File: config.mk
export PLATFORM = sky130hd
export DESIGN_NAME = mem_arbiter
export DESIGN_NICKNAME = d
export VERILOG_FILES = /design/src/rtl/mem_arbiter.sv
export SDC_FILE = /design/constraint.sdc
export NUM_CORES = 1
export LEC_CHECK = 0
export ABC_CLOCK_PERIOD_IN_PS = 3270
export CAP_MARGIN = 10
export CORE_MARGIN = 2
export CORE_UTILIZATION = 37
export CTS_BUF_LIST = sky130_fd_sc_hd__clkbuf_8
export DETAILED_ROUTE_END_ITERATION = 8
export PLACE_DENSITY = 0.88
export SYNTH_ARGS = -nofsm -noshare
export SYNTH_HDL_FRONTEND = slang
export SYNTH_SLANG_ARGS = --single-unit
File: constraint.sdc
create_clock -name clk -period 3.27 [get_ports clk]
set_input_delay 0.981 -clock clk [delete_from_list [all_inputs] [get_ports clk]]
set_output_delay 0.981 -clock clk [all_outputs]
set_load 0.01 [all_outputs]
File: src/rtl/mem_arbiter.sv
// Round-robin arbiter sharing one read/write memory channel between NUM_CONSUMERS requesters.
// Optional wait-state watchdog enabled by defining MEM_ARB_TIMEOUT_EN.
module mem_arbiter #(
  parameter int NUM_CONSUMERS  = 4,
  parameter int ADDR_BITS      = 8,
  parameter int DATA_BITS      = 8,
  parameter int TIMEOUT_CYCLES = 255
) (
  input  logic                               clk,
  input  logic                               reset,
  input  logic [NUM_CONSUMERS-1:0]           consumer_read_valid,
  input  logic [NUM_CONSUMERS*ADDR_BITS-1:0] consumer_read_address,
  output logic [NUM_CONSUMERS-1:0]           consumer_read_ready,
  output logic [NUM_CONSUMERS*DATA_BITS-1:0] consumer_read_data,
  input  logic [NUM_CONSUMERS-1:0]           consumer_write_valid,
  input  logic [NUM_CONSUMERS*ADDR_BITS-1:0] consumer_write_address,
  input  logic [NUM_CONSUMERS*DATA_BITS-1:0] consumer_write_data,
  output logic [NUM_CONSUMERS-1:0]           consumer_write_ready,
  output logic                               mem_read_valid,
  output logic [ADDR_BITS-1:0]               mem_read_address,
  input  logic                               mem_read_ready,
  input  logic [DATA_BITS-1:0]               mem_read_data,
  output logic                               mem_write_valid,
  output logic [ADDR_BITS-1:0]               mem_write_address,
  output logic [DATA_BITS-1:0]               mem_write_data,
  input  logic                               mem_write_ready,
  output logic                               timeout_err
);

  localparam int IDX_W = (NUM_CONSUMERS > 1) ? $clog2(NUM_CONSUMERS) : 1;

  typedef enum logic [1:0] {
    IDLE          = 2'd0,
    READ_WAITING  = 2'd1,
    WRITE_WAITING = 2'd2,
    RELAYING      = 2'd3
  } state_e;

  // Handshake rule on both sides: a transfer completes on the cycle valid and
  // ready are both high; the requester holds valid (and its address/data)
  // stable until it sees ready, then drops valid.

  state_e               state_q, state_d;
  logic [IDX_W-1:0]     rr_ptr_q, rr_ptr_d;
  logic [IDX_W-1:0]     grant_q, grant_d;
  logic                 is_read_q, is_read_d;
  logic [ADDR_BITS-1:0] addr_q, addr_d;
  logic [DATA_BITS-1:0] wdata_q, wdata_d;
  logic [DATA_BITS-1:0] rdata_q [NUM_CONSUMERS];
  logic [DATA_BITS-1:0] rdata_d [NUM_CONSUMERS];

`ifdef MEM_ARB_TIMEOUT_EN
  localparam int CNT_W = $clog2(TIMEOUT_CYCLES + 1);
  logic [CNT_W-1:0] cnt_q, cnt_d;
  logic             timeout_err_q, timeout_err_d;
`endif

  logic             arb_found;
  logic             arb_read;
  logic [IDX_W-1:0] arb_idx;
  logic [IDX_W-1:0] scan_idx;
  logic             granted_valid;

  // Scan starts at rr_ptr so the consumer after the last grant has priority.
  always_comb begin
    arb_found = 1'b0;
    arb_read  = 1'b0;
    arb_idx   = '0;
    scan_idx  = '0;
    for (int k = 0; k < NUM_CONSUMERS; k++) begin
      scan_idx = IDX_W'((int'(rr_ptr_q) + k) % NUM_CONSUMERS);
      if (!arb_found && (consumer_read_valid[scan_idx] || consumer_write_valid[scan_idx])) begin
        arb_found = 1'b1;
        arb_idx   = scan_idx;
        arb_read  = consumer_read_valid[scan_idx];
      end
    end
  end

  assign granted_valid = is_read_q ? consumer_read_valid[grant_q] : consumer_write_valid[grant_q];

  always_comb begin
    state_d   = state_q;
    rr_ptr_d  = rr_ptr_q;
    grant_d   = grant_q;
    is_read_d = is_read_q;
    addr_d    = addr_q;
    wdata_d   = wdata_q;
    rdata_d   = rdata_q;
`ifdef MEM_ARB_TIMEOUT_EN
    cnt_d         = cnt_q;
    timeout_err_d = timeout_err_q;
`endif
    case (state_q)
      IDLE: begin
        if (arb_found) begin
          grant_d   = arb_idx;
          is_read_d = arb_read;
          addr_d    = arb_read ? consumer_read_address[arb_idx*ADDR_BITS +: ADDR_BITS]
                               : consumer_write_address[arb_idx*ADDR_BITS +: ADDR_BITS];
          wdata_d   = consumer_write_data[arb_idx*DATA_BITS +: DATA_BITS];
          rr_ptr_d  = IDX_W'((int'(arb_idx) + 1) % NUM_CONSUMERS);
          state_d   = arb_read ? READ_WAITING : WRITE_WAITING;
`ifdef MEM_ARB_TIMEOUT_EN
          cnt_d     = '0;
`endif
        end
      end
      READ_WAITING, WRITE_WAITING: begin
        if ((state_q == READ_WAITING) ? mem_read_ready : mem_write_ready) begin
          if (state_q == READ_WAITING) rdata_d[grant_q] = mem_read_data;
          state_d = RELAYING;
        end
`ifdef MEM_ARB_TIMEOUT_EN
        // Abandon the access; the request stays pending and is re-arbitrated.
        else if (cnt_q == CNT_W'(TIMEOUT_CYCLES - 1)) begin
          timeout_err_d = 1'b1;
          state_d       = IDLE;
        end else begin
          cnt_d = cnt_q + 1'b1;
        end
`endif
      end
      RELAYING: begin
        if (!granted_valid) state_d = IDLE;
      end
      default: state_d = IDLE;
    endcase
  end

  always_ff @(posedge clk) begin
    if (reset) begin
      state_q   <= IDLE;
      rr_ptr_q  <= '0;
      grant_q   <= '0;
      is_read_q <= 1'b0;
      addr_q    <= '0;
      wdata_q   <= '0;
      for (int i = 0; i < NUM_CONSUMERS; i++) rdata_q[i] <= '0;
`ifdef MEM_ARB_TIMEOUT_EN
      cnt_q         <= '0;
      timeout_err_q <= 1'b0;
`endif
    end else begin
      state_q   <= state_d;
      rr_ptr_q  <= rr_ptr_d;
      grant_q   <= grant_d;
      is_read_q <= is_read_d;
      addr_q    <= addr_d;
      wdata_q   <= wdata_d;
      rdata_q   <= rdata_d;
`ifdef MEM_ARB_TIMEOUT_EN
      cnt_q         <= cnt_d;
      timeout_err_q <= timeout_err_d;
`endif
    end
  end

  logic [NUM_CONSUMERS-1:0] grant_onehot;
  assign grant_onehot = NUM_CONSUMERS'(1) << grant_q;

  // Memory-side address/data are zeroed while the matching valid is low.
  assign mem_read_valid    = (state_q == READ_WAITING);
  assign mem_write_valid   = (state_q == WRITE_WAITING);
  assign mem_read_address  = mem_read_valid  ? addr_q  : '0;
  assign mem_write_address = mem_write_valid ? addr_q  : '0;
  assign mem_write_data    = mem_write_valid ? wdata_q : '0;

  assign consumer_read_ready  = (state_q == RELAYING &&  is_read_q) ? grant_onehot : '0;
  assign consumer_write_ready = (state_q == RELAYING && !is_read_q) ? grant_onehot : '0;

  for (genvar i = 0; i < NUM_CONSUMERS; i++) begin : g_rdata
    assign consumer_read_data[i*DATA_BITS +: DATA_BITS] = rdata_q[i];
  end

`ifdef MEM_ARB_TIMEOUT_EN
  assign timeout_err = timeout_err_q;
`else
  assign timeout_err = 1'b0;
`endif

endmodule

==> results of run 1 <==
per-layer routing:
layer  part of all wire  global-route usage  up-vias
met5                  0                   0        -
met4              0.022              0.0707        0
met3              0.050              0.0331       26
met2               0.54               0.433      146
met1               0.38               0.264     1745
li1                   -                   -     1711
kinds of logic (layout without fill, tap and decap cells):
group | count (synthesis) | in the layout | synth area share
AO/OA/AOI/OAI | 47 | 47 | 0.109
XOR/XNOR | 1 | 1 | 0.00249
adder cells (fa/ha/maj) | 5 | 5 | 0.0178
buffers and inverters | 32 | 244 | 0.0529
flip-flops | 55 | 55 | 0.313
multiplexers | 91 | 91 | 0.328
other | 1 | 1 | 0.00107
AND/OR/NAND/NOR | 120 | 120 | 0.175
area by class of cell:
| class | instances | area share |
|---|---|---|
| Multi-Input combinational cell | 265 | 0.391 |
| Clock buffer | 5 | 0.0117 |
| Sequential cell | 55 | 0.188 |
| Inverter | 7 | 0.00448 |
| Timing Repair Buffer | 229 | 0.373 |
| Clock inverter | 3 | 0.00491 |
| Tap cell | 129 | 0.0275 |
what timing repair did:
action                                  CTS  global route
endpoints found under the setup margin   17            16
cloned                                    1             0
pin swaps                                 1             2
buffers inserted                          4             2
resized for setup                        18            20
cell usage after synthesis, drive strengths merged (2+ instances only):
cell type	n
mux2i	63
dfxtp	55
nor2	54
and2	24
mux4	18
nand2	15
o22ai	15
clkbuf	14
buf	11
mux2	10
a21oi	9
a221o	9
nor3	9
inv	7
a211oi	5
ha	5
nand2b	4
o21ai	4
or2	3
a2111oi	2
nand4	2
nor2b	2
nor4	2
power by group through the flow:
stage	clock [mW]	sequential, mW	combinational (mW)
after global routing	0.445	0.981	2.74
after global placement	0	0.963	2.26
after floorplan	0	0.880	1.62
after detailed placement	0	0.971	2.34
after CTS	0.420	0.958	2.51
final	0.417	0.961	2.56
per-stage QoR:
step / std cells / util / TNS [ps] / power [mW] / area, um^2
CTS: 691 / 0.634 / 0 / 3.88 / 5860
floorplan: 352 / - / -8.97 / 2.50 / 3520
global placement: 678 / 0.614 / -8220 / 3.22 / 5670
detailed placement: 678 / 0.614 / -10060 / 3.31 / 5670
global route: 693 / 0.635 / 0 / 4.16 / 5870
finish: 693 / 0.635 / 0 / 3.94 / 5870
worst min path at each step:
stage                 end
2_1_floorplan  wdata_q[0]
3_3_place_gp   wdata_q[5]
3_5_place_dp   wdata_q[0]
4_1_cts        wdata_q[0]
5_1_grt        wdata_q[5]
6_report       wdata_q[4]
state kept, by name (all words and copies together), names as in the netlist:
register / cells
grant_q: 2
consumer_read_data: 32
is_read_q: 1
wdata_q: 8
state_q: 2
addr_q: 8
rr_ptr_q: 2
worst min-delay path, delay by kind of cell, from the launching register on:
family	cells	cell delay [ps]
AND/OR/NAND/NOR	1	50
flip-flops	1	330
AO/OA/AOI/OAI	1	60
==> metrics, run 1 <==
outcome completed; deepest clock path buffer count 2; CP max-delay cell mux4_2; fraction of layout cells with a size suffix above 1 0.197; Syn Std Cell Area 3520 um^2; CTS root buffer clkbuf_8; largest net degree at the start of global routing between 40 and 50; CP required 3520 ps; power per cell area ~670 nW/um^2; hold path cells 2; library cells used by synthesis between 40 and 50; Setup crit end wdata_q[0]; Iter 0 DRT Violations about 140; DIE WIDTH slightly above 100 um; layout overhead on the synthesized area 66.6%; worst path bufs/invs 2; vias in the first global route roughly 3800; ys async rst share 0; post-synthesis sequential area ratio 0.313; Sw Ratio 0.394; First-pass DRT Iterations 4; syn avg cell area approximately 10 um^2; R2R depth 9; Mapped Cells between 300 and 400; Fin Clk Skew about 11 ps; FF+latch count, synth between 50 and 60; worst hold slack 482 ps; total track usage 0.229; TritonCTS clock tree built; FF/Latch Area between 1000 and 1500 um^2; Antenna Violating Nets Remaining 0; Synth area leaders dfxtp_1, mux2i_1, mux4_2; Crit path arrival time around 3400 ps; total grt overflow 0; Worst Tran Pin Value around 620 ps; Clk Latency, worst-skew pair around 320 ps; most common cell after layout, fill and taps aside clkdlybuf4s50_1; P_leak roughly 2.3 nW; # IOs 183; flop2flop setup slack roughly 240 ps; # nets final between 600 and 700; clock sinks 55; Initial Util 0.381; Main synth FF type dfxtp_1; Tmin final 3140 ps; Vias ~3600; Core Rows 35; critical path type input port to register; reg-to-reg startpoint rr_ptr_q[0]; antenna violations before repair 0; setup violators final 0; Fmax 318 MHz; hold_buf cts 0; Post-synth EDFFs 0; total CTS buffers 5; DR vias/cell ~5.2; final worst setup slack between 100 and 150 ps; PortBufs around 180; final hold vios 0; total die area just over 10000 um^2; maximum fanout along the worst path 8; worst slack, placed -590 ps; Gate power share 0.650; Total Wirelength between 10 and 15 mm; YS warnings 0; H-tree levels 2; Crit path largest cell delay about 520 ps; instance count on the critical path 9; internal power approximately 2.4 mW; area leader, netlist dfxtp_1; Core Region 9240 um^2; Psw around 1.6 mW; Yosys top cell area share 0.313; RSZ-0062 raised after global routing false; Final Slew Violations 0; clock-pin slew on the worst setup and hold paths 110 ps; Critical Path Sink Type register; hold_sp wdata_q[4]; n_diodes 0; crit-path leading delay family multiplexers; CP Cell Sequence clkbuf_2, mux4_2, or2_4, a32o_1, a221o_4, buf_12, mux2i_4, mux2_2, o22ai_2; CP Launch Type input port; Fillers ~710; hpwl dp a little under 10 mm; Rel. slew slack 0.589; period utilization 0.961; DR WL/cell about 18 um; die height a little over 100 um; worst min-delay path class register to register; Sequential Power Share 0.244; Final GP Congestion roughly 0.9; Crit. Startpoint consumer_read_valid[3]; Clock Power Share 0.106; most frequent cells in the layout clkdlybuf4s50_1, mux2i_1, dfxtp_1; area of the multi-input gates 2290 um^2; DRC Markers 0; Worst R2R End wdata_q[0]; Peak VDD IR around 0.33 mV; syn nets 473; Max Cap Viol 0; first-pass GRT wire length roughly 19 mm
Note: power is estimated with default switching activity, not from simulation.
==> inputs of run 2 (changes only) <==
Settings changed: ABC_AREA set to 1, CORE_UTILIZATION 37 to 39, CTS_BUF_LIST sky130_fd_sc_hd__clkbuf_8 to sky130_fd_sc_hd__clkbuf_4 sky130_fd_sc_hd__clkbuf_8.
==> metrics, run 2 <==
RSZ-0062 raised after global routing false; post-synthesis sequential area ratio 0.277 (-0.0355); Fmax 346 MHz (+8.6%); Vias 4881 (+35%); CP required 2290 ps (-1230 ps); CP max-delay cell clkdlybuf4s50_1; FF+latch count, synth 55 (unchanged); post-synthesis mux area share 0 (-0.328); critical path type register to output pin; outcome completed; routing usage on met2 0.420 (-0.0125); YS warnings 0 (unchanged); area share of and/or/nand/nor cells after synthesis 0.493 (+0.318); setup violators final 0 (unchanged); PortBufs 181 (unchanged); Synth Area in XOR/XNOR 0 (-0.00249); fin util 0.611 (-0.0236); GR peak layer met2; DIE WIDTH 105 um (+3.3%); Tmin final 2890 ps (-249 ps); hold_buf cts 0 (unchanged); die height 105 um (+3.3%); P_leak 3.12 nW (+35%); total grt overflow 0 (unchanged); syn nets 828 (+75%); Tot Pwr 4.26 mW (+8.2%); CP Launch Type register; Final Slew Violations 0 (unchanged); final hold vios 0 (unchanged); ys async rst share 0 (unchanged); Worst Tran Pin Value 573 ps (-42.8 ps); Antenna Violating Nets Remaining 0 (unchanged); Synth area leaders dfxtp_1, nand2_1, nor2_1; fraction of layout cells with a size suffix above 1 0.0568 (-0.140); H-tree levels 2 (unchanged); DRC Markers 0 (unchanged); area of the multi-input gates 2360 um^2 (+2.8%); Final GP Congestion 0.886 (-1.7%); Fin Clk Skew 9.76 ps (-1.45 ps); total track usage 0.237 (+0.00736); top cells by count, synth nand2_1, nor2_1, inv_1; Iter 0 DRT Violations 299 (+120%); Peak VDD IR 0.383 mV (+17%); Syn Std Cell Area 3970 um^2 (+13%); vias in the first global route 4735 (+26%); Resize count post-CTS 0 (-18); clock sinks 55 (unchanged); Synth Area in Compound Gates 0.0829 (-0.0266); Max Cap Viol 0 (unchanged); First-pass DRT Iterations 4 (unchanged); CP Cell Sequence inv_1, ha_1, nand2_1, inv_1, clkdlybuf4s50_1; syn avg cell area 5.62 um^2 (-44%); Post-synth EDFFs 0 (unchanged); Core Region 9820 um^2 (+6.3%); Yosys top cell area share 0.277 (-0.0355); hpwl dp 10.3 mm (+6.3%); # IOs 183 (unchanged); Critical Path Sink Type output pin; met1 Use GR 0.272 (+0.00748); Rel. slew slack 0.616 (+0.0268); first-pass GRT wire length 21.7 mm (+17%); n_diodes 0 (unchanged); met3 Use GR 0.0855 (+0.0523); antenna violations before repair 0 (unchanged); count leader, synth nand2_1; total CTS buffers 5 (unchanged); largest family of logic cells by synthesized area simple AND/OR/NAND/NOR gates; Fillers 935 (+31%); number of flip-flops in the largest register 32 (unchanged); maximum fanout along the worst path 11 (+3); Crit path arrival time 1910 ps (-1480 ps); Core Rows 36 (+2.9%); DR vias/cell 4.82 (-8.0%); power per cell area 711 nW/um^2 (+5.7%); total die area 11000 um^2 (+6.7%); # nets final 1000 (+46%); CTS root buffer clkbuf_8; clock-pin slew on the worst setup and hold paths 100 ps (about the same); most frequent cells in the layout nand2_1, clkdlybuf4s50_1, nor2_1; cell mode on critical path inv_1; deepest clock path buffer count 2 (unchanged); layout overhead on the synthesized area 51.1%; Total Wirelength 13.3 mm (+9.7%); period utilization 0.885 (-0.0763); Post-CTS Setup Bufs 0 (-4); worst min-delay path class register to register; adder-cell area share of the yosys netlist 0.0158 (-0.00202); Initial Util 0.404 (+0.0234); Main synth FF type dfxtp_1; Mapped Cells 707 (+100%); most common cell after layout, fill and taps aside nand2_1; largest net degree at the start of global routing 41 (-2.4%); worst slack, placed -159 ps (+432 ps); FF/Latch Area 1100 um^2 (unchanged); Crit path largest cell delay 530 ps (about the same); TritonCTS clock tree built; DR WL/cell 13.2 um (-25%); library cells used by synthesis 29 (-41%); final worst setup slack 378 ps (+249 ps); area leader, netlist dfxtp_1; Clk Latency, worst-skew pair 310 ps (about the same)
## run 2: cell count changes after synthesis, moves of 10 or more
cell     delta
nand2_1   +277
inv_1      +68
mux2i_1    -63
nand3_1    +58
nor2_1     +50
o21ai_0    +32
and2_1     -24
mux4_2     -16
o22ai_1    -11
buf_2      +10
mux2_2     -10
## run 2: worst max-delay path, delay by kind of cell (launching register included)
| kind | cells | cell delay (ps) |
|---|---|---|
| DFF | 1 | 360 |
| buffers and inverters | 3 | 690 |
| adders and majority gates | 1 | 440 |
| and+or+nand+nor | 1 | 110 |
## run 2: worst paths after layout
kind,end,slack [ps],start,depth (start not counted)
setup / recovery,mem_read_address[6],380,state_q[1],5
hold reg to reg,grant_q[0],520,grant_q[0],2
hold / removal,grant_q[0],520,grant_q[0],2
setup reg to reg,addr_q[7],780,rr_ptr_q[1],13
## run 2: kinds of logic (layout without fill, tap and decap cells)
| kind of cell | count (synthesis) | count (layout) |
|---|---|---|
| AND/OR/NAND/NOR | 474 | 474 |
| buffers and inverters | 113 | 286 |
| AO/OA/AOI/OAI | 59 | 59 |
| flip-flops | 55 | 55 |
| adder cells (fa/ha/maj) | 5 | 5 |
| other | 1 | 1 |
## run 2: through the flow
step | instances | hold slack, ps | setup TNS [ps] | cell area (um^2)
finish | 1013 | 520 | 0 | 6000
global route | 1013 | 543 | 0 | 6000
CTS | 1013 | 516 | 0 | 6000
detailed placement | 1005 | 497 | -1740 | 5900
global placement | 1005 | 490 | -575 | 5900
floorplan | 707 | 471 | 0 | 3970
## run 2: area by class of cell
type | count | share of cell area
clock buffers | 6 | 0.0138
inverters | 81 | 0.0515
repair buffers | 197 | 0.328
clock inverters | 2 | 0.00292
well taps | 133 | 0.0277
multi-input cells | 539 | 0.393
flip-flops and latches | 55 | 0.183
## run 2: metal layers
layer / vias to the layer above / routed length, um / share of wire
li1: 2502 / - / -
met1: 2162 / 5540 / 0.42
met2: 200 / 6270 / 0.47
met3: 17 / 1360 / 0.10
met4: 0 / 157 / 0.012
met5: - / 0 / 0
## run 2: power breakdown
group	switching [mW]	total [mW]	internal (mW)	leakage, nW
Clock	0.238	0.416	0.178	0.0522
Combinational	1.84	2.95	1.11	2.62
Sequential	0.103	0.899	0.795	0.448
Total	2.19	4.26	2.08	3.12
